### src/rtl/kws_pkg.sv
`default_nettype none
// +----------------------------------------------------------------------------+
// | Module   : kws_pkg                                                         |
// | Purpose  : Shared defaults and width helpers for the keyword-spotting      |
// |            audio frame buffer and its storage FIFO.                        |
// | Contents : c_default_* parameter defaults, ch_width(), level_width()      |
// | Revision : 1.0  initial release                                            |
// +----------------------------------------------------------------------------+
package kws_pkg;

    localparam int c_default_sample_w  = 16;
    localparam int c_default_n_ch      = 2;
    localparam int c_default_depth     = 32;
    localparam int c_default_frame_len = 16;

    // A channel tag is at least one bit wide, even for a single channel.
    function automatic int ch_width(input int n_ch);
        return (n_ch > 1) ? $clog2(n_ch) : 1;
    endfunction

    // The occupancy must reach DEPTH itself, so it needs one extra bit.
    function automatic int level_width(input int depth);
        return $clog2(depth) + 1;
    endfunction

endpackage : kws_pkg
`default_nettype wire

### src/rtl/kws_sync_fifo.sv
`default_nettype none
// +----------------------------------------------------------------------------+
// | Module   : kws_sync_fifo                                                   |
// | Purpose  : Single-clock FIFO with occupancy count. Push when full and pop |
// |            when empty are ignored. Storage is not reset; rdata is only    |
// |            meaningful while empty is low.                                  |
// | Ports    : clk, rst (sync, active high), clear (sync flush),               |
// |            push/wdata, pop/rdata, full, empty, level                       |
// | Revision : 1.0  initial release                                            |
// +----------------------------------------------------------------------------+
module kws_sync_fifo
    import kws_pkg::*;
#(
    parameter int WIDTH = 19,
    parameter int DEPTH = c_default_depth
) (
    input  logic                          clk,
    input  logic                          rst,
    input  logic                          clear,
    input  logic                          push,
    input  logic [WIDTH-1:0]              wdata,
    input  logic                          pop,
    output logic [WIDTH-1:0]              rdata,
    output logic                          full,
    output logic                          empty,
    output logic [level_width(DEPTH)-1:0] level
);

    localparam int c_AW    = $clog2(DEPTH);
    localparam int c_LVL_W = level_width(DEPTH);
    localparam logic [c_LVL_W-1:0] c_FULL_LVL = c_LVL_W'(DEPTH);

    logic [WIDTH-1:0]   r_mem [DEPTH];
    logic [c_AW-1:0]    r_wr_ptr;
    logic [c_AW-1:0]    r_rd_ptr;
    logic [c_LVL_W-1:0] r_level;
    logic               w_do_push;
    logic               w_do_pop;

    assign full      = (r_level == c_FULL_LVL);
    assign empty     = (r_level == '0);
    assign level     = r_level;
    assign rdata     = r_mem[r_rd_ptr];
    assign w_do_push = push & ~full;
    assign w_do_pop  = pop & ~empty;

    // Pointers wrap naturally because DEPTH is a power of two.
    always_ff @(posedge clk) begin
        if (rst || clear) begin
            r_wr_ptr <= '0;
            r_rd_ptr <= '0;
            r_level  <= '0;
        end else begin
            if (w_do_push) r_wr_ptr <= r_wr_ptr + c_AW'(1);
            if (w_do_pop)  r_rd_ptr <= r_rd_ptr + c_AW'(1);
            case ({w_do_push, w_do_pop})
                2'b10:   r_level <= r_level + c_LVL_W'(1);
                2'b01:   r_level <= r_level - c_LVL_W'(1);
                default: r_level <= r_level;
            endcase
        end
    end

    always_ff @(posedge clk) begin
        if (w_do_push) r_mem[r_wr_ptr] <= wdata;
    end

endmodule : kws_sync_fifo
`default_nettype wire

### src/rtl/kws_frame_buffer.sv
`default_nettype none
// +----------------------------------------------------------------------------+
// | Module   : kws_frame_buffer                                                |
// | Purpose  : Captures channel-tagged audio samples strobed in asynchronously |
// |            by a host, tags every FRAME_LEN-th accepted sample as frame     |
// |            end, and buffers them for a valid/ready consumer.               |
// | Ports    : clk, rst            - clock, sync active-high reset             |
// |            in_data/in_ch       - sample word and channel tag              |
// |            in_strobe           - async level strobe, rising edge = sample |
// |            enable, ch_mask     - global and per-channel accept gates      |
// |            clear               - sync flush of FIFO and counters          |
// |            out_data/out_ch/out_last/out_valid, out_ready - head + handshake|
// |            level, overflow, frame_count - status                          |
// | Revision : 1.0  initial release                                            |
// +----------------------------------------------------------------------------+
module kws_frame_buffer
    import kws_pkg::*;
#(
    parameter int SAMPLE_W  = c_default_sample_w,
    parameter int N_CH      = c_default_n_ch,
    parameter int DEPTH     = c_default_depth,
    parameter int FRAME_LEN = c_default_frame_len
) (
    input  logic                          clk,
    input  logic                          rst,
    input  logic [SAMPLE_W-1:0]           in_data,
    input  logic [ch_width(N_CH)-1:0]     in_ch,
    input  logic                          in_strobe,
    input  logic                          enable,
    input  logic [N_CH-1:0]               ch_mask,
    input  logic                          clear,
    output logic [SAMPLE_W-1:0]           out_data,
    output logic [ch_width(N_CH)-1:0]     out_ch,
    output logic                          out_last,
    output logic                          out_valid,
    input  logic                          out_ready,
    output logic [level_width(DEPTH)-1:0] level,
    output logic                          overflow,
    output logic [15:0]                   frame_count
);

    localparam int c_CH_W  = ch_width(N_CH);
    localparam int c_POS_W = $clog2(FRAME_LEN);
    localparam int c_ENT_W = SAMPLE_W + c_CH_W + 1;
    localparam logic [c_POS_W-1:0] c_LAST_POS = c_POS_W'(FRAME_LEN - 1);

    logic               r_sync1;
    logic               r_sync2;
    logic               r_hist;
    logic [c_POS_W-1:0] r_frame_pos;
    logic               r_overflow;
    logic [15:0]        r_frame_count;

    logic               w_event;
    logic               w_ch_ok;
    logic               w_accept;
    logic               w_full;
    logic               w_empty;
    logic               w_push;
    logic               w_drop;
    logic               w_pop;
    logic               w_last_in;
    logic [c_ENT_W-1:0] w_wdata;
    logic [c_ENT_W-1:0] w_rdata;

    // Two flops resynchronise the strobe; the third remembers the previous
    // synchronised value so a held-high strobe yields a single event.
    always_ff @(posedge clk) begin
        if (rst) begin
            r_sync1 <= 1'b0;
            r_sync2 <= 1'b0;
            r_hist  <= 1'b0;
        end else begin
            r_sync1 <= in_strobe;
            r_sync2 <= r_sync1;
            r_hist  <= r_sync2;
        end
    end

    assign w_event = r_sync2 & ~r_hist;

    // Tags at or above N_CH match no mask bit and are rejected.
    always_comb begin
        w_ch_ok = 1'b0;
        for (int i = 0; i < N_CH; i++) begin
            if (in_ch == c_CH_W'(i) && ch_mask[i]) w_ch_ok = 1'b1;
        end
    end

    // Fullness comes from registered state, so a same-cycle pop never makes
    // room for the incoming sample.
    assign w_accept  = w_event & enable & w_ch_ok & ~clear;
    assign w_push    = w_accept & ~w_full;
    assign w_drop    = w_accept & w_full;
    assign w_last_in = (r_frame_pos == c_LAST_POS);
    assign w_wdata   = {in_data, in_ch, w_last_in};

    assign out_valid = ~w_empty;
    assign w_pop     = out_valid & out_ready;
    assign out_data  = w_rdata[c_ENT_W-1:c_CH_W+1];
    assign out_ch    = w_rdata[c_CH_W:1];
    assign out_last  = w_rdata[0];

    always_ff @(posedge clk) begin
        if (rst || clear) begin
            r_frame_pos   <= '0;
            r_overflow    <= 1'b0;
            r_frame_count <= '0;
        end else begin
            if (w_push) r_frame_pos <= w_last_in ? '0 : r_frame_pos + c_POS_W'(1);
            if (w_drop) r_overflow  <= 1'b1;
            if (w_pop && out_last) r_frame_count <= r_frame_count + 16'd1;
        end
    end

    assign overflow    = r_overflow;
    assign frame_count = r_frame_count;

    kws_sync_fifo #(
        .WIDTH (c_ENT_W),
        .DEPTH (DEPTH)
    ) u_fifo (
        .clk   (clk),
        .rst   (rst),
        .clear (clear),
        .push  (w_push),
        .wdata (w_wdata),
        .pop   (w_pop),
        .rdata (w_rdata),
        .full  (w_full),
        .empty (w_empty),
        .level (level)
    );

endmodule : kws_frame_buffer
`default_nettype wire

### config.mk
export PLATFORM = sky130hd
export DESIGN_NAME = kws_frame_buffer
export DESIGN_NICKNAME = d
export VERILOG_FILES = /design/src/rtl/kws_pkg.sv /design/src/rtl/kws_sync_fifo.sv /design/src/rtl/kws_frame_buffer.sv
export SDC_FILE = /design/constraint.sdc
export NUM_CORES = 1
export LEC_CHECK = 0
export CAP_MARGIN = 30
export CORE_MARGIN = 5
export CORE_UTILIZATION = 30
export DETAILED_ROUTE_END_ITERATION = 12
export SYNTH_ARGS = -nofsm -noshare
export SYNTH_HDL_FRONTEND = slang
export SYNTH_SLANG_ARGS = --single-unit
### constraint.sdc
create_clock -name clk -period 3.15 [get_ports clk]
set_input_delay 0.7875 -clock clk [delete_from_list [all_inputs] [get_ports clk]]
set_output_delay 0.7875 -clock clk [all_outputs]
set_load 0.01 [all_outputs]
==> results of run 1 <==
[area by class of cell]
class	count	share of cell area [%]
antenna	1	0.00822
clock buffer	65	4.99
clock inverter	46	2.03
inverter	6	0.0740
multi-input combinational	446	19.1
sequential	621	59.8
tap	1060	4.36
timing repair buffer	241	9.68
[worst min-delay path by stage]
| stage | startpoint | to | slack [ns] | depth (start not counted) |
|---|---|---|---|---|
| 2_1_floorplan | r_sync1$_SDFF_PP0_ | r_sync2$_SDFF_PP0_ | 0.41 | 1 |
| 3_3_place_gp | r_sync1$_SDFF_PP0_ | r_sync2$_SDFF_PP0_ | 0.43 | 1 |
| 3_5_place_dp | r_sync1$_SDFF_PP0_ | r_sync2$_SDFF_PP0_ | 0.45 | 1 |
| 4_1_cts | r_sync1$_SDFF_PP0_ | r_sync2$_SDFF_PP0_ | 0.46 | 1 |
| 5_1_grt | r_sync1$_SDFF_PP0_ | r_sync2$_SDFF_PP0_ | 0.49 | 1 |
| 6_report | r_sync1$_SDFF_PP0_ | r_sync2$_SDFF_PP0_ | 0.47 | 1 |
[power by group]
| part | switching (W) | internal (W) | total [W] |
|---|---|---|---|
| Clock | 0.00314 | 0.00458 | 0.00771 |
| Combinational | 0.000127 | 0.0000587 | 0.000186 |
| Sequential | 0.00000137 | 0.00899 | 0.00899 |
[sequential cells by signal, indices dropped and copies added, names as in the netlist, named ones only]
register and flops:
r_sync2 1, u_fifo.r_rd_ptr 5, u_fifo.r_wr_ptr 5, u_fifo.level 6, r_frame_pos 4, r_hist 1
u_fifo.r_mem 576, r_sync1 1, overflow 1, frame_count 16
[cell families (layout without fill, tap and decap cells)]
logic type / count (synthesis) / count (layout) / share of synthesized area, %
flip-flops: 621 / 621 / 75.3
multiplexers: 207 / 207 / 17.5
AND/OR/NAND/NOR: 152 / 152 / 3.07
buffers and inverters: 63 / 358 / 1.39
AO/OA/AOI/OAI: 61 / 61 / 1.63
XOR/XNOR: 16 / 16 / 0.580
adder cells (fa/ha/maj): 10 / 10 / 0.518
other: 0 / 1 / 0
[synth_stat cells (3+ instances only)]
master / instances
xor2_1: 11
nor2_1: 59
nand3_1: 9
nor3_1: 3
nand2b_1: 7
and3_1: 3
mux2_2: 17
mux4_2: 170
nand3b_1: 3
nand4_1: 6
buf_6: 9
edfxtp_1: 576
or3_1: 10
mux2i_1: 20
o21a_1: 5
xnor2_1: 5
buf_1: 3
a21oi_1: 21
nand2_1: 28
ha_1: 10
or4_1: 6
clkbuf_1: 27
dfxtp_1: 45
nor4_1: 3
buf_2: 14
inv_1: 4
nor2b_1: 6
buf_4: 4
o31ai_1: 4
o21ai_0: 8
a22oi_1: 4
[critical path, stage by stage (launching register included)]
cell and delay [ns]:
dfxtp_4 0.39, buf_12 0.17, buf_12 0.14, buf_16 0.14, mux4_2 0.49, mux4_2 0.52, mux2_4 0.33, buf_6 0.13
[layer usage]
layer	global-route usage [%]	part of all wire, %	wire length [microns]
met5	0	0	0
met4	3.07	1.9	1120
met3	2.88	6.9	4060
met2	21.1	46	27100
met1	19.6	45	26200
[through the flow]
stage               std cells  instance area, sq um  setup TNS [ns]  util [%]
finish                   2486                 30400           -8.96      38.0
global route             2485                 30400          -10.36      38.0
CTS                      2484                 30400           -9.60      37.9
detailed placement       2332                 27500           -5.95      34.3
global placement         2332                 27500           -5.43      34.3
floorplan                1130                 24200               0         -
[timing repair]
action,4_1_cts,5_1_grt
buffers inserted,34,2
gates resized for setup,141,10
setup endpoints to repair,18,19
pin swaps,4,2
cloned,7,0
==> results.ini, run 1 <==
[placement]
io_buffers=66
dpl.hpwl_mm=35.7
dp_worst_setup_slack_ns=-0.358
gp_congestion=0.769

[synthesis]
netlist_area_sq_um=24200
ys_ff_latch=621
synth_ff_type=edfxtp_1
netlist_instances=1130
ys_warn_count=0
synth.net_count=1165
synth-edff-count=576
yosys-top-cells-area=edfxtp_1 72%, mux4_2 16%, dfxtp_1 3.7%
synth_top_area_share_pct=71.6
async_reset_ff_share_pct=0
synth_top_cell_by_area=edfxtp_1
syn_avg_cell_area_sq_um=21.4
yosysSeqAreaShare_pct=75.3
yosysUniqueCellTypes=54

[routing]
wl_per_cell_microns=23.5
drt_pass1_iterations=5
routed_wl_mm=58.5
drt_iter0_drc=993
vias_per_cell=4.95
vias=12308
ant_nets=0
drcViolationCount=0

[clocking]
clockBufferDepth=3
insertion_delay_ns=0.63
clockRootBuffer=clkbuf_16
cts_sinks=621
cts_made_buffers=60
cts_hold_buffers=0
htree_levels=2
clkTransAtPathRegs_ns=0.06
cts_tree=built

[floorplanning]
fp.dieW_microns=294
core_area_sq_um=80200
fp.dieH_microns=294
dieArea_sq_um=86300
start_util_pct=30.1
rows=104
pin_count=67

[timing]
fin_skew_ns=0.0256
slew_headroom_pct=35.6
slew_viol_final=0
setup_violations=17
setup_ws_ns=-0.573
max_freq_mhz=269
fin_crit_ns=3.72
rsz0062_at_grt=yes
worst_pin_slew_ns=0.963
hold_viol_final=0
hold_ws_ns=0.468
period_share_pct=118

[power_and_ir_drop]
power.density_nw_per_um2=555
ir_drop_v=0.000437
fin_total_pwr_w=0.0169
power.leakage_nw=9.47

[worst_hold_path]
hp-class=flip-flop to flip-flop

[setup_path]
start_kind=flip-flop
crit_path_end_kind=output port
r2r_slack_ns=0.27
rr_endpoint=u_fifo.level[5]$_SDFFE_PP0P_
crit_type=flip-flop to output port
critPathRequiredTime_ns=2.36
endpoint=out_data[4]
crit-reg2reg-launch=u_fifo.level[2]$_SDFFE_PP0P_
crit_fanout=8
reg2regPathDepth=10
critPathArrivalTime_ns=2.94

[run]
drv_cap=0

[finish]
final_cell_mix=576 x edfxtp_1, 170 x mux4_2, 100 x buf_4, 61 x clkbuf_16, 55 x buf_12
final_common_cell=edfxtp_1
nets=1411
fillers=7253
area_delta_synth_final_pct=26.0
post_route_cells_drive_above_1_share_pct=37.0
seqCellArea_sq_um=18200
multi_input_area_sq_um=5800

[global_routing]
grt.overflow.total=0
grt_usage_pct=13.5
grt_start_max_net_pins=35
grt_pass1_vias=12720
antenna_found_initial=1
grt_first_pass_wirelength_mm=86.3

[run_status]
status=complete, but fails checks
violations=setup timing

Note: power is estimated with default switching activity, not from simulation.
==> run 2: changes to the inputs <==
CORE_ASPECT_RATIO = 1.5   (was default)
==> run 2 against run 1 <==
Compared with the run above:
- the flow still finishes with violations (setup timing)
- via count is 1.5% lower
- clock-buffer cell count increased by 1
- first-iteration DRC count fell by 23%
- routed wire length increased by 1.2%
- global-route usage hardly changed
- power down 3.7%
- register-to-register slack gained 0.13 ns
- clock skew decreased by 0.011 ns
- clock power fell by 8.0%
- largest power group unchanged
==> results.ini, run 2 (same netlist as run 1, synthesis figures left out) <==
[run_status]
status=complete, but fails checks
violations=setup timing

[routing]
met1_length_mm=21.7
vias_per_cell=4.89
met3_length_mm=2.64
wl_per_cell_microns=23.9
drt_iter0_drc=769
drcViolationCount=0
vias=12128
drt_pass1_iterations=5
ant_nets=0
topRoutingLayerUsed=met4
routed_wl_mm=59.2
met2_length_mm=33.2

[worst_hold_path]
hp-class=flip-flop to flip-flop

[finish]
top_register=u_fifo.r_mem
largest_reg_flops=576
final_cell_mix=576 x edfxtp_1, 170 x mux4_2, 136 x buf_4, 55 x clkbuf_16, 54 x buf_12
nets=1438
diodes=0
finalNonFillerCells=2480
area_delta_synth_final_pct=25.7
final_common_cell=edfxtp_1
finalInstanceArea_sq_um=30400
post_route_cells_drive_above_1_share_pct=38.2
fin_util_pct=38.0

[floorplanning]
start_util_pct=30.2
dieArea_sq_um=86400
fp.dieH_microns=358
core_area_sq_um=79900
fp.dieW_microns=242
pin_count=67
rows=127

[global_routing]
grt_pass1_vias=12924
grt_start_max_net_pins=33
grt_usage_pct=13.4
antenna_found_initial=1
grt.overflow.total=0
grt_first_pass_wirelength_mm=86.9

[setup_path]
crit_type=flip-flop to output port
cpPeakStageDelay_ns=0.53
critPathRequiredTime_ns=2.36
crit_path_cell_trace=buf_6 -> buf_12 -> buf_12 -> mux4_2 -> mux4_2 -> mux2_4 -> buf_6
crit_path_end_kind=output port
crit_slowest_cell=mux4_2
start_kind=flip-flop
crit_fanout=8
critPathArrivalTime_ns=2.90
path_buf_inv=4
cp_top_family=multiplexers

[timing]
hold_ws_ns=0.449
period_share_pct=117
setup_ws_ns=-0.537
setup-tns-final_ns=-8.32
fin_crit_ns=3.69
slew_headroom_pct=72.5
rsz0062_at_grt=yes
max_freq_mhz=271
worst_pin_slew_ns=0.408
fin_skew_ns=0.0149
setup_violations=18
hold_viol_final=0
slew_viol_final=0

[placement]
gp_congestion=0.797
place_inst=2337
dpl.hpwl_mm=38.5
postPlaceCellArea_sq_um=27700
io_buffers=66

[clocking]
clockBufferDepth=3
htree_levels=2
cts_hold_buffers=0
insertion_delay_ns=0.60
cts_made_buffers=54
cts_sinks=621
cts_tree=built
clockRootBuffer=clkbuf_16
clkTransAtPathRegs_ns=0.07

[run]
drv_cap=0

[power_and_ir_drop]
power.leakage_nw=9.53
power.density_nw_per_um2=536
ir_drop_v=0.000500

run 2: cell types whose count changed in the layout (fill, tap and decap cells not counted), sizes merged:
cell and delta:
buf +35, bufbuf -1, bufinv -3, clkinv -5, clkinvlp -3, diode -1
run 2: final timing paths:
path / end / depth (start not counted) / slack [ns] / start
max: out_ch / 7 / -0.54 / flip-flop
min: r_sync2$_SDFF_PP0_ / 1 / 0.45 / r_sync1$_SDFF_PP0_
max reg2reg: u_fifo.level[5]$_SDFFE_PP0P_ / 10 / 0.40 / u_fifo.level[2]$_SDFFE_PP0P_
min reg2reg: r_sync2$_SDFF_PP0_ / 1 / 0.45 / r_sync1$_SDFF_PP0_
run 2: where the power goes:
part	leakage [nW]	internal [W]	total (W)	switching, W
combinational	3.00	0.0000614	0.000193	0.000132
clock	0.924	0.00412	0.00709	0.00296
sequential	5.61	0.00898	0.00899	0.00000108
total	9.53	0.0132	0.0163	0.00310
run 2: final cells by class:
cell class              count  area, sq um
clock inverters            35          444
multi-input cells         446         5800
flip-flops and latches    621        18200
clock buffers              66         1460
repair buffers            274         3130
fillers                  7100        49600
inverters                   6         22.5
well taps                1032         1290
run 2: what timing repair did:
item / in CTS / in global routing
buffers inserted: 31 / 8
hold endpoints to repair: 0 / 0
endpoints found under the setup margin: 18 / 18
resized for setup: 130 / 14
gates cloned: 7 / 0
pin swaps: 3 / 2
run 2: per-stage QoR:
step	power (W)	setup slack, ns
after floorplan	0.00920	0.0551
after global placement	0.00935	-0.269
after detailed placement	0.00936	-0.305
after CTS	0.0164	-0.575
after global routing	0.0167	-0.605
final	0.0163	-0.537
run 2: routing by layer:
layer | vias up | track usage (%)
li1 | 5248 | -
met1 | 6439 | 15.4
met2 | 342 | 26.0
met3 | 99 | 1.86
met4 | 0 | 4.25
met5 | - | 0
